===== src/rtl/gpr_wb_pkg.sv =====
// Shared constants and types for the general-purpose register file write-back controller.
package gpr_wb_pkg;

    localparam int unsigned ADDR_W   = 5;
    localparam int unsigned DATA_W   = 32;
    localparam int unsigned NUM_REGS = 32;

    localparam logic [ADDR_W-1:0] REG_ZERO  = 5'd0;
    localparam logic [ADDR_W-1:0] REG_OVF   = 5'd30;
    localparam logic [ADDR_W-1:0] REG_LINK  = 5'd31;
    localparam logic [DATA_W-1:0] OVF_VALUE = 32'd1;

    typedef enum logic [2:0] {
        SRC_NONE = 3'd0,
        SRC_LINK,
        SRC_OVF,
        SRC_ALU,
        SRC_MEM
    } wbSrc_t;

    typedef struct packed {
        logic [ADDR_W-1:0] addr;
        logic [DATA_W-1:0] data;
    } wbEntry_t;

endpackage


===== src/rtl/wb_fifo.sv =====
// Load-return buffer: DEPTH entries of {addr, data}, registered empty/ready flags.
module wb_fifo
    import gpr_wb_pkg::*;
#(
    parameter int unsigned DEPTH = 4
) (
    input  logic     clk,
    input  logic     reset,
    input  logic     push,
    input  wbEntry_t pushEntry,
    input  logic     pop,
    output wbEntry_t head,
    output logic     empty,
    output logic     ready
);

    localparam int unsigned PTR_W = $clog2(DEPTH);
    localparam int unsigned CNT_W = PTR_W + 1;

    wbEntry_t         store [DEPTH];
    logic [PTR_W-1:0] wrPtr;
    logic [PTR_W-1:0] rdPtr;
    logic [CNT_W-1:0] count;
    logic [CNT_W-1:0] countNext;
    logic             doPush;
    logic             doPop;

    assign doPush = push && ready;
    assign doPop  = pop && !empty;
    assign head   = store[rdPtr];

    always_comb begin
        countNext = count;
        case ({doPush, doPop})
            2'b10:   countNext = count + CNT_W'(1);
            2'b01:   countNext = count - CNT_W'(1);
            default: countNext = count;
        endcase
    end

    // Flags are registered from the post-update count so they track it exactly.
    always_ff @(posedge clk or posedge reset) begin
        if (reset) begin
            wrPtr <= '0;
            rdPtr <= '0;
            count <= '0;
            empty <= 1'b1;
            ready <= 1'b1;
        end else begin
            if (doPush) wrPtr <= wrPtr + PTR_W'(1);
            if (doPop)  rdPtr <= rdPtr + PTR_W'(1);
            count <= countNext;
            empty <= (countNext == CNT_W'(0));
            ready <= (countNext != CNT_W'(DEPTH));
        end
    end

    always_ff @(posedge clk) begin
        if (doPush) store[wrPtr] <= pushEntry;
    end

endmodule


===== src/rtl/gpr_wb_ctrl.sv =====
// Write-side sequencer for the register file: fixed-priority arbitration of link,
// overflow, ALU and buffered load returns, plus the pending-load scoreboard.
module gpr_wb_ctrl
    import gpr_wb_pkg::*;
#(
    parameter int unsigned DEPTH = 4
) (
    input  logic                clk,
    input  logic                reset,
    input  logic                alu_valid,
    input  logic [ADDR_W-1:0]   alu_addr,
    input  logic [DATA_W-1:0]   alu_data,
    output logic                alu_ready,
    input  logic                lw_issue,
    input  logic [ADDR_W-1:0]   lw_issue_addr,
    input  logic                mem_valid,
    input  logic [ADDR_W-1:0]   mem_addr,
    input  logic [DATA_W-1:0]   mem_data,
    output logic                mem_ready,
    input  logic                link_valid,
    input  logic [DATA_W-1:0]   link_data,
    input  logic                ovf_valid,
    output logic                RegWrite,
    output logic [ADDR_W-1:0]   writeAddr,
    output logic [DATA_W-1:0]   writeData,
    output logic [NUM_REGS-1:0] pend_mask
);

    wbSrc_t              src;
    logic [ADDR_W-1:0]   winAddr;
    logic [DATA_W-1:0]   winData;
    logic                doWrite;
    logic                ovfPend;
    logic                ovfPendNext;
    logic                fifoPop;
    logic                fifoEmpty;
    logic                fifoReady;
    wbEntry_t            fifoHead;
    wbEntry_t            memEntry;
    logic [NUM_REGS-1:0] pendSet;
    logic [NUM_REGS-1:0] pendClr;
    logic [NUM_REGS-1:0] pendNext;

    // The pend_mask term keeps ALU writes ordered behind outstanding loads (WAW).
    assign alu_ready = !link_valid && !ovfPend && !pend_mask[alu_addr];
    assign mem_ready = fifoReady;
    assign memEntry  = '{addr: mem_addr, data: mem_data};

    wb_fifo #(
        .DEPTH (DEPTH)
    ) uFifo (
        .clk       (clk),
        .reset     (reset),
        .push      (mem_valid),
        .pushEntry (memEntry),
        .pop       (fifoPop),
        .head      (fifoHead),
        .empty     (fifoEmpty),
        .ready     (fifoReady)
    );

    always_comb begin
        src         = SRC_NONE;
        winAddr     = REG_ZERO;
        winData     = '0;
        pendSet     = '0;
        pendClr     = '0;

        if (link_valid) begin
            src     = SRC_LINK;
            winAddr = REG_LINK;
            winData = link_data;
        end else if (ovfPend) begin
            src     = SRC_OVF;
            winAddr = REG_OVF;
            winData = OVF_VALUE;
        end else if (alu_valid && alu_ready) begin
            src     = SRC_ALU;
            winAddr = alu_addr;
            winData = alu_data;
        end else if (!fifoEmpty) begin
            src     = SRC_MEM;
            winAddr = fifoHead.addr;
            winData = fifoHead.data;
        end

        fifoPop = (src == SRC_MEM);
        // $0 requests are consumed but never reach the register file.
        doWrite = (src != SRC_NONE) && (winAddr != REG_ZERO);

        // A new overflow in the issuing cycle re-arms the flag.
        ovfPendNext = ovf_valid || (ovfPend && (src != SRC_OVF));

        if (fifoPop)  pendClr[fifoHead.addr] = 1'b1;
        if (lw_issue) pendSet[lw_issue_addr] = 1'b1;
        pendSet[REG_ZERO] = 1'b0;
        pendNext = (pend_mask & ~pendClr) | pendSet;
    end

    always_ff @(posedge clk or posedge reset) begin
        if (reset) begin
            RegWrite  <= 1'b0;
            writeAddr <= '0;
            writeData <= '0;
            ovfPend   <= 1'b0;
            pend_mask <= '0;
        end else begin
            RegWrite <= doWrite;
            if (doWrite) begin
                writeAddr <= winAddr;
                writeData <= winData;
            end
            ovfPend   <= ovfPendNext;
            pend_mask <= pendNext;
        end
    end

endmodule


===== config.mk =====
export PLATFORM = sky130hd
export DESIGN_NAME = gpr_wb_ctrl
export DESIGN_NICKNAME = d
export VERILOG_FILES = /design/src/rtl/gpr_wb_pkg.sv /design/src/rtl/wb_fifo.sv /design/src/rtl/gpr_wb_ctrl.sv
export SDC_FILE = /design/constraint.sdc
export NUM_CORES = 1
export LEC_CHECK = 0
export ABC_AREA = 0
export BUFFER_PORTS_ARGS = -buffer_cell sky130_fd_sc_hd__buf_2
export CAP_MARGIN = 20
export CORE_UTILIZATION = 55
export DETAILED_ROUTE_END_ITERATION = 10
export PLACE_DENSITY = 0.79
export SYNTH_ARGS = -nofsm -noshare
export SYNTH_HDL_FRONTEND = slang
export SYNTH_SLANG_ARGS = --single-unit

===== constraint.sdc =====
create_clock -name clk -period 6.9 [get_ports clk]
set_clock_uncertainty 0.05 [all_clocks]
set_input_delay 0.69 -clock clk [delete_from_list [all_inputs] [get_ports clk]]
set_output_delay 0.69 -clock clk [all_outputs]
set_load 0.01 [all_outputs]

Word-level counts from Yosys, hierarchy flattened

Memory sizes are Yosys's and may differ from the RTL's.
Cells that the tools add are included.

Divide/modulo/power cells: 0
Add/subtract/negate cells: 4
Magnitude comparators: 5
$mul: 0
Eq/ne operators: 5
Shift-type cells: 0
Reduce and logical (&&, ||, !) cells: 17
Muxes and demuxes: 23
Bitwise logic cells: 3

Operator list:

| cell                  | number |
|---|---|
| $mux W32              | 6 |
| $and A32 B32 Y32      | 1 |
| $not A32 Y32          | 1 |
| $or A32 B32 Y32       | 1 |
| $mux W5               | 4 |
| $lt A5 B6 Y1 const B  | 3 |
| $mux W3               | 4 |
| $demux W1 S5          | 2 |
| $ge A5 B1 Y1 const B  | 2 |
| $logic_and A1 B1 Y1   | 9 |
| $pmux W3 S2           | 1 |
| $bmux W1 S5           | 1 |
| $mux W1               | 5 |
| $reduce_bool A5 Y1    | 1 |
| $add A2 B1 Y2 const B | 2 |
| $logic_not A1 Y1      | 4 |
| $add A3 B1 Y3 const B | 1 |
| $eq A3 B3 Y1 const B  | 1 |
| $logic_not A3 Y1      | 1 |
| $ne A3 B2 Y1 const B  | 1 |
| $ne A3 B3 Y1 const B  | 1 |
| $reduce_bool A3 Y1    | 1 |
| $sub A3 B1 Y3 const B | 1 |
| $eq A2 B1 Y1 const B  | 1 |
| other kinds (2)       | 2 |

Bits in read-only memories: 0
Memory bits (writable): 148
Memories kept: 1
Latch bits: 0
Bits in registers: 80

Memories:

| memory      | depth | width | rd ports | clocked after Yosys merged registers in | write ports | line          | source |
|---|---|---|---|---|---|---|---|
| uFifo.store | 4     | 37    | 1        | 0                                       | 1           | wb_fifo.sv:20 | `wbEntry_t store [DEPTH];` |

Logic depth before layout (Yosys ltp)

Gate-level depths: netlist of the first run.

Word-level depth: 13
Depth in mapped cells: 15
Depth with buffers taken out: 12

Cells and area by module

From an unflattened synthesis of the first run, not the netlist that was laid out.

Cell total of the unflattened synthesis: 594
Area total of the unflattened synthesis: 9699.3 µm²

Modules (own cells, without submodules):

| module      | times used | cells an instance | sequential area each (µm²) | area an instance (µm²) |
|---|---|---|---|---|
| wb_fifo     | 1          | 236               | 4672.0                     | 5815.6 |
| gpr_wb_ctrl | 1          | 358               | 1776.7                     | 3883.7 |

Least setup slack after synthesis of the first run

OpenSTA, ideal clock, no wires.

Kind: input-to-reg
Start: in alu_addr[0]
End: reg uFifo.ready
Setup time: 85 ps
Data arrival time: 3357 ps
Buffers on the path: 3
Stages: 15
Slack: 3408 ps
Path through: buf_6 mux4_2 a22oi_1 nand2_1 a2bb2o_4 or3_1 buf_2 inv_2 buf_6 ha_1 fa_1 xnor2_1 nor2_1 xor2_1 nand2_1

Longest elaborated chain between the ends: 13
Elaborated cells on any way between the ends: 14
Classes of those cells: eq/ne (4); mux (6); reduce/logical (4)

Ends and longest elaborated chain:

| what                                                | line              | source |
|---|---|---|
| start: declaration                                  | gpr_wb_ctrl.sv:11 | `input logic [ADDR_W-1:0] alu_addr,` |
| $bmux W1 S5 (*)                                     | gpr_wb_ctrl.sv:45 | `assign alu_ready = !link_valid && !ovfPend && !pend_mask[alu_addr];` |
| $mux W1 (implied by the code) (*)                   | gpr_wb_ctrl.sv:45 |  |
| $logic_not A1 Y1 (*)                                | gpr_wb_ctrl.sv:45 |  |
| $logic_and A1 B1 Y1 (*)                             | gpr_wb_ctrl.sv:45 |  |
| $logic_and A1 B1 Y1 (*)                             | gpr_wb_ctrl.sv:77 | `end else if (alu_valid && alu_ready) begin` |
| $mux W3 (*)                                         | gpr_wb_ctrl.sv:77 |  |
| $mux W3 (*)                                         | gpr_wb_ctrl.sv:73 | `end else if (ovfPend) begin` |
| $mux W3 (*)                                         | gpr_wb_ctrl.sv:69 | `if (link_valid) begin` |
| $eq A3 B3 Y1 (*)                                    | gpr_wb_ctrl.sv:87 | `fifoPop = (src == SRC_MEM);` |
| $logic_and A1 B1 Y1 (*)                             | wb_fifo.sv:29     | `assign doPop = pop && !empty;` |
| $eq A2 B1 Y1 / $eq A2 B2 Y1 (equally long branches) | wb_fifo.sv:34     | `case ({doPush, doPop})` |
| $pmux W3 S2 (*)                                     | wb_fifo.sv:34     |  |
| named net uFifo.countNext[2]                        | wb_fifo.sv:24     | `logic [CNT_W-1:0] countNext;` |
| $ne A3 B3 Y1 (*)                                    | wb_fifo.sv:54     | `ready <= (countNext != CNT_W'(DEPTH));` |
| end signal: assignment                              | wb_fifo.sv:54     |  |
| end: declaration                                    | wb_fifo.sv:14     | `output logic ready` |

The timed path passes the listed nets; every way through them passes the cells marked *. The select of a mux whose other input is x is not followed.
A chain may end at the register's enable or synchronous reset.

Worst setup path in the final report of the first run

Start: in alu_addr[0]
End: reg uFifo.empty

Longest elaborated chain between the ends: 13
Elaborated cells on any way between the ends: 14
Classes of those cells: eq/ne (3); mux (6); reduce/logical (5)

Ends and longest elaborated chain:

| what                                                | line              | source |
|---|---|---|
| $bmux W1 S5 (*)                                     | gpr_wb_ctrl.sv:45 |  |
| $mux W1 (implied by the code) (*)                   | gpr_wb_ctrl.sv:45 |  |
| $logic_not A1 Y1 (*)                                | gpr_wb_ctrl.sv:45 |  |
| $logic_and A1 B1 Y1 (*)                             | gpr_wb_ctrl.sv:45 |  |
| $logic_and A1 B1 Y1 (*)                             | gpr_wb_ctrl.sv:77 |  |
| $mux W3 (*)                                         | gpr_wb_ctrl.sv:77 |  |
| $mux W3 (*)                                         | gpr_wb_ctrl.sv:73 |  |
| $mux W3 (*)                                         | gpr_wb_ctrl.sv:69 |  |
| $eq A3 B3 Y1 (*)                                    | gpr_wb_ctrl.sv:87 |  |
| $logic_and A1 B1 Y1 (*)                             | wb_fifo.sv:29     |  |
| $eq A2 B1 Y1 / $eq A2 B2 Y1 (equally long branches) | wb_fifo.sv:34     |  |
| $pmux W3 S2 (*)                                     | wb_fifo.sv:34     |  |
| named net uFifo.countNext[2]                        | wb_fifo.sv:24     |  |
| $logic_not A3 Y1 (*)                                | wb_fifo.sv:53     | `empty <= (countNext == CNT_W'(0));` |
| end signal: assignment                              | wb_fifo.sv:53     |  |
| end: declaration                                    | wb_fifo.sv:13     | `output logic empty,` |

Marked as above.

==> qor.yml, run 1 <==
area_growth_pct: 20.79
max_freq_ghz: 0.2197
p_sw_share_pct: 30.49
cts_made_buffers: 24
dieArea_sq_um: 17940
routed_wl_microns: 22410
hpwl_microns: 14020
cts_resized: 0
vias_per_cell: 6.263
grt_pass1_vias: 6477
grt_pass1_wl_microns: 34550
drt_iter0_markers: 746
fp.dieW_microns: 133.9
powerDensity_nw_per_um2: 406.2
crit_buf_inv: 3
cts_setup_buffers: 0
syn_avg_cell_area_sq_um: 16.65
slowest_delay_ns: 0.60
fin_crit_ns: 4.551
p_leak_nw: 4.422
io_pins: 190
synth_cells: 575
routabilityCongestion: 0.8836
clkPwrFrac_pct: 30.0
regArea_sq_um: 6451
clock-sinks: 228
ctsHoldBuffers: 0
rows: 47
multi_input_area_sq_um: 2791
wl_per_cell_microns: 22.36
antenna_found_initial: 3
drc: 0
grt_overflow: 0
synth_ff_type: "edfxtp_1"
die_h_microns: 133.9
synthesis.nets: 699
path_clk_slew_ns: 0.06
htreeDepth: 1
async_reset_ff_share_pct: 35.09
final.setup.tns_ns: 0
vias: 6276
maxCapViolations: 0
finalCritPeriodShare_pct: 65.96
rsz0062_at_grt: "no"
fin_area_sq_um: 11560
r2r_slack_ns: 2.50
start_util_pct: 57.13
hold_viol_final: 0
hp-class: "input pin to asynchronous set/reset pin"
max_slew_margin_pct: 31.35
p_seq_share_pct: 43.2
start_kind: "input pin"
cp_cell_sequence: "buf_2, mux4_1, a22oi_1, and2_1, a2bb2o_4, or3_1, buf_4, inv_2, ha_1, fa_1, xnor2_1, nor2_1, xor2_1, nor3_1"
final_cell_mix: "buf_2, edfxtp_1, dfrtp_1"
cts-root-buf: "clkbuf_16"
ant_nets: 0
drive_above_1_share_pct: 38.72
clock_latency_ns: 0.50
setup_viol: 0
drt_pass1_iterations: 6
yosysWarningCount: 0
mostFrequentLayoutCell: "buf_2"
crit_arrival_ns: 4.92
synth_edf_count: 148
cp.required_ns: 7.27
power_switching_mw: 1.433
ys_seq_area_share_pct: 67.35
syn-cell-area_sq_um: 9574
synth.distinct_cells: 54
cp_slowest_cell: "mux4_1"
cts_max_path_buffers: 3
setup.worst_path.class: "input pin to register"
ir_drop_mv: 0.2358
critPathCaptureType: "register"
crit_fanout: 40
status: "completed"
fill_cells: 1103
cellInternalPower_mw: 3.266
comb_power_share_pct: 26.8
grtUsageTotal_pct: 25.27
core_area_sq_um: 16760
ys_ff_latch: 228
dpl_cell_area_sq_um: 10630
cts_tree: "yes"
grt_max_degree: 81
io_buffers: 189
worstMarginPinSlew_ns: 1.030
cpLargestDelayFamily: "buffers and inverters"
final_nets: 886
drv_slew: 0
## metrics by stage
step	setup slack, ns	hold slack, ns	std cells	util (%)	power [mW]
after floorplan	3.408	0.4010	575	-	2.823
after global placement	2.204	0.4177	954	63.45	3.223
after detailed placement	1.904	0.4366	954	63.45	3.287
after CTS	2.417	0.3193	998	68.69	4.706
after global routing	2.168	0.1846	1001	68.99	4.887
final	2.349	0.1647	1002	69.00	4.698
## logic make-up (layout without fill, tap and decap cells)
group           after synthesis  after routing  share of synthesized area [%]
flops                       228            228                          67.35
compound gates              121            121                          9.697
mux                          81             81                          14.21
buf+inv                      72            277                          3.555
simple gates                 61             61                          3.777
fa+ha+maj                     6              6                         0.8625
xor+xnor                      6              6                         0.5489
other cells                   0              2                              0
## area by class of cell
| type | instances | share of cell area [%] |
|---|---|---|
| clock buffers | 31 | 5.691 |
| multi-input cells | 275 | 24.14 |
| inverters | 39 | 1.277 |
| clock inverters | 13 | 1.904 |
| repair buffers | 194 | 8.785 |
| well taps | 220 | 2.380 |
| flip-flops and latches | 228 | 55.78 |
| diodes | 2 | 0.04328 |
## cell usage after synthesis, types with 7 or more instances
| library cell | number | area, sq um |
|---|---|---|
| edfxtp_1 | 148 | 4444 |
| dfrtp_1 | 78 | 1952 |
| mux4_2 | 42 | 945.9 |
| inv_1 | 38 | 142.6 |
| mux2i_1 | 32 | 320.3 |
| o21ai_0 | 32 | 160.2 |
| a222oi_1 | 31 | 310.3 |
| o31ai_1 | 31 | 232.7 |
| clkbuf_1 | 16 | 60.06 |
| nand2_1 | 9 | 33.78 |
| buf_6 | 8 | 90.09 |
| nand3b_1 | 7 | 52.55 |
| nor2_1 | 7 | 26.28 |
## worst register-to-register path, stage by stage, from the launching register on
cell	delay (ns)
dfrtp_1	0.41
mux4_1	0.50
a22oi_1	0.34
and2_1	0.20
a2bb2o_4	0.48
or3_1	0.19
buf_4	0.35
inv_2	0.39
ha_1	0.36
fa_1	0.38
xnor2_1	0.15
nor2_1	0.15
xor2_1	0.27
nor3_1	0.09
## registers in the layout (all words and copies together) (netlist names), 2 cells and up
| signal | flops |
|---|---|
| writeAddr | 5 |
| uFifo.rdPtr | 2 |
| uFifo.store | 148 |
| uFifo.count | 3 |
| pend_mask | 32 |
| writeData | 32 |
| uFifo.wrPtr | 2 |
## power by group through the flow
stage	combinational [mW]	sequential [mW]	clock, mW
after floorplan	0.814	2.01	0
after global placement	1.20	2.03	0
after detailed placement	1.24	2.05	0
after CTS	1.25	2.02	1.43
after global routing	1.35	2.06	1.48
final	1.26	2.03	1.41
## path summary, 6_finish.rpt
check                                end  cells after the start          from
setup / recovery             uFifo.empty                     14   alu_addr[0]
min in group clk                 ovfPend                      2     ovf_valid
max in group asynchronous    uFifo.ready                      4         reset
hold reg to reg             writeAddr[3]                      1  writeAddr[3]
setup reg to reg             uFifo.empty                     13  pend_mask[2]
hold / removal             writeData[16]                      3         reset
## metal layers
layer	global-route usage (%)	share of wire (%)	up-vias	wire (microns)
li1	-	-	2687	-
met1	33.31	38	3126	8609
met2	41.82	50	410	11120
met3	4.875	9.3	51	2074
met4	9.848	2.6	2	584
met5	0	0.058	-	13
Power figures use the tool's default switching activity.
==> inputs of run 2 (changes only) <==
--- a/config.mk
+++ b/config.mk
@@ -5,12 +5,12 @@
 export SDC_FILE = /design/constraint.sdc
 export NUM_CORES = 1
 export LEC_CHECK = 0
-export ABC_AREA = 0
+export ABC_AREA = 1
 export BUFFER_PORTS_ARGS = -buffer_cell sky130_fd_sc_hd__buf_2
 export CAP_MARGIN = 20
-export CORE_UTILIZATION = 55
+export CORE_UTILIZATION = 50
 export DETAILED_ROUTE_END_ITERATION = 10
-export PLACE_DENSITY = 0.79
+export PLACE_DENSITY = 0.75
 export SYNTH_ARGS = -nofsm -noshare
 export SYNTH_HDL_FRONTEND = slang
 export SYNTH_SLANG_ARGS = --single-unit
==> constraint.sdc (replaced) <==
create_clock -name clk -period 4 [get_ports clk]
set_clock_uncertainty 0.05 [all_clocks]
set_input_delay 0.4 -clock clk [delete_from_list [all_inputs] [get_ports clk]]
set_output_delay 0.4 -clock clk [all_outputs]
set_load 0.01 [all_outputs]
==> run 2 against run 1 <==
Effect of this change:
- critical path depth fell by 2
- combinational power rose by 92%
- core utilization fell by 7.1 points
- sequential power rose by 67%
- non-clock buffer count rose by 15
- die area rose by 14%
- routed wire length rose by 13%
- sequential share of layout area fell by 2.2 points
- via count rose by 24%
- final area rose by 4.2%
- critical path type is now register to register
==> qor.yml, run 2 <==
status: "completed"
cp_slowest_cell: "buf_4"
fp.dieW_microns: 143.1
grt_pass1_vias: 7212
path_clk_slew_ns: 0.07
cp.required_ns: 4.40
core_area_sq_um: 19460
yosysWarningCount: 0
die_h_microns: 143.1
drv_slew: 0
io_buffers: 189
setup.worst_path.class: "register to register"
final_cell_mix: "nand2_1, buf_2, edfxtp_1"
finalCritPeriodShare_pct: 72.91
synth_cells: 980
crit_fanout: 68
grt_pass1_wl_microns: 38080
final_nets: 1289
start_kind: "register"
critPathCaptureType: "register"
drt_pass1_iterations: 5
routabilityCongestion: 0.9651
vias_per_cell: 5.397
top_regs: "uFifo.store x148, pend_mask x32, writeData x32"
cts_max_path_buffers: 3
cts_setup_buffers: 0
r2r_slack_ns: 1.08
grt_overflow: 0
drive_above_1_share_pct: 23.35
regMostFlops: "uFifo.store"
io_pins: 190
max_slew_margin_pct: 47.07
mostFrequentLayoutCell: "nand2_1"
hp-class: "input pin to register"
syn_avg_cell_area_sq_um: 10.15
cts-root-buf: "clkbuf_16"
fin_crit_ns: 2.916
synth_top_area_cell: "edfxtp_1"
wl_per_cell_microns: 17.48
slowest_delay_ns: 0.61
synthesis.nets: 1104
final.setup.tns_ns: 0
p_leak_nw: 5.155
grt_max_degree: 69
cts_made_buffers: 23
area_growth_pct: 21.05
ant_nets: 0
rsz0062_at_grt: "no"
yosysMostFrequentCell: "nand2_1"
maxCapViolations: 0
diodes: 0
synth.distinct_cells: 34
setup_viol: 0
largest_reg_flops: 148
power_mw: 8.259
syn-cell-area_sq_um: 9951
crit_buf_inv: 3
antenna_found_initial: 0
ys_seq_area_share_pct: 64.81
vias: 7810
rows: 51
worstMarginPinSlew_ns: 0.7931
async_reset_ff_share_pct: 35.09
synthTopCellsByArea: "edfxtp_1, dfrtp_1, nand2_1, o21ai_0, nand3_1"
synth.top_cell.area_share_pct: 44.66
cpLargestDelayFamily: "buffers and inverters"
htreeDepth: 1
start_util_pct: 51.13
drc: 0
ir_drop_mv: 0.3284
hold_viol_final: 0
routed_wl_microns: 25300
drt_iter0_markers: 491
max_freq_ghz: 0.3429
clock_latency_ns: 0.52
synth_edf_count: 148
synth_ff_type: "edfxtp_1"
cp_common_cell: "nand2_1"
powerDensity_nw_per_um2: 685.7
crit_arrival_ns: 3.32
cts_tree: "yes"
dieArea_sq_um: 20470
grtUsageTotal_pct: 24.50
hpwl_microns: 16130
timing.hold.ws_ns: 0.03514
cp_cell_sequence: "buf_4, nand2_1, a32oi_1, inv_1, nor2_1, nand2_1, nand3_2, nor2_4, nand3_2, buf_4, nand2_1, nand2_1"
clock-sinks: 228
netlist_top_cells_count: "nand2_1, edfxtp_1, o21ai_0"
ys_ff_latch: 228
run 2: timing repair:
| action | 4_1_cts | 5_1_grt |
|---|---|---|
| endpoints found under the hold margin | 38 | 0 |
| hold buffers | 1 | 0 |
| gates resized for setup | 0 | 0 |
run 2: final timing paths:
| kind | start | to | cells after the start |
|---|---|---|---|
| worst max-delay path | uFifo.rdPtr[0] | writeData[23] | 12 |
| worst min-delay path | ovf_valid | ovfPend | 2 |
| worst max register to register | uFifo.rdPtr[0] | writeData[23] | 12 |
| worst min register to register | writeData[24] | writeData[24] | 2 |
| max in group asynchronous | reset | uFifo.ready | 4 |
| min in group asynchronous | reset | writeData[30] | 3 |
run 2: report_power, final:
| part | internal [mW] | leakage, nW | switching, mW |
|---|---|---|---|
| Combinational | 0.799 | 2.42 | 1.63 |
| Clock | 1.51 | 0.430 | 0.930 |
| Sequential | 3.09 | 2.30 | 0.297 |
| Total | 5.41 | 5.15 | 2.85 |
run 2: cells by family (layout without fill, tap and decap cells):
kind of cell    Yosys count  in the layout  synth area share (%)
compound gates          175            175                 9.380
xor+xnor                  5              5                0.4402
fa+ha+maj                 6              6                0.8299
buf+inv                 106            308                 4.778
flops                   228            228                 64.81
mux                       1              1                0.1132
simple gates            459            459                 19.65
run 2: routing by layer:
| layer | GRT usage [%] | vias up | wire length (microns) |
|---|---|---|---|
| li1 | - | 3735 | - |
| met1 | 31.51 | 3704 | 10520 |
| met2 | 40.98 | 323 | 12200 |
| met3 | 5.298 | 48 | 1929 |
| met4 | 8.546 | 0 | 651 |
| met5 | 0 | - | 0 |
run 2: per-stage QoR:
step	setup WS, ns	instance area (sq um)	util [%]	cells
floorplan	1.215	9951	-	980
global placement	1.083	11160	57.33	1404
detailed placement	1.005	11160	57.33	1404
CTS	1.118	12050	61.89	1447
global route	0.8396	12050	61.89	1447
finish	1.084	12050	61.89	1447
run 2: layout make-up:
| cell class | count | area [sq um] |
|---|---|---|
| tap | 265 | 331.6 |
| timing repair buffer | 209 | 1099 |
| multi-input combinational | 646 | 3067 |
| fill | 1545 | 7417 |
| inverter | 57 | 220.2 |
| sequential | 228 | 6450 |
| clock inverter | 16 | 261.5 |
| clock buffer | 26 | 616.8 |
run 2: worst reg2reg max path, delay by kind of cell (launching register included):
| kind | cells | cell delay (ns) |
|---|---|---|
| buffers and inverters | 3 | 1.14 |
| AOI/OAI and AO/OA | 1 | 0.32 |
| and+or+nand+nor | 8 | 0.88 |
| DFF | 1 | 0.48 |
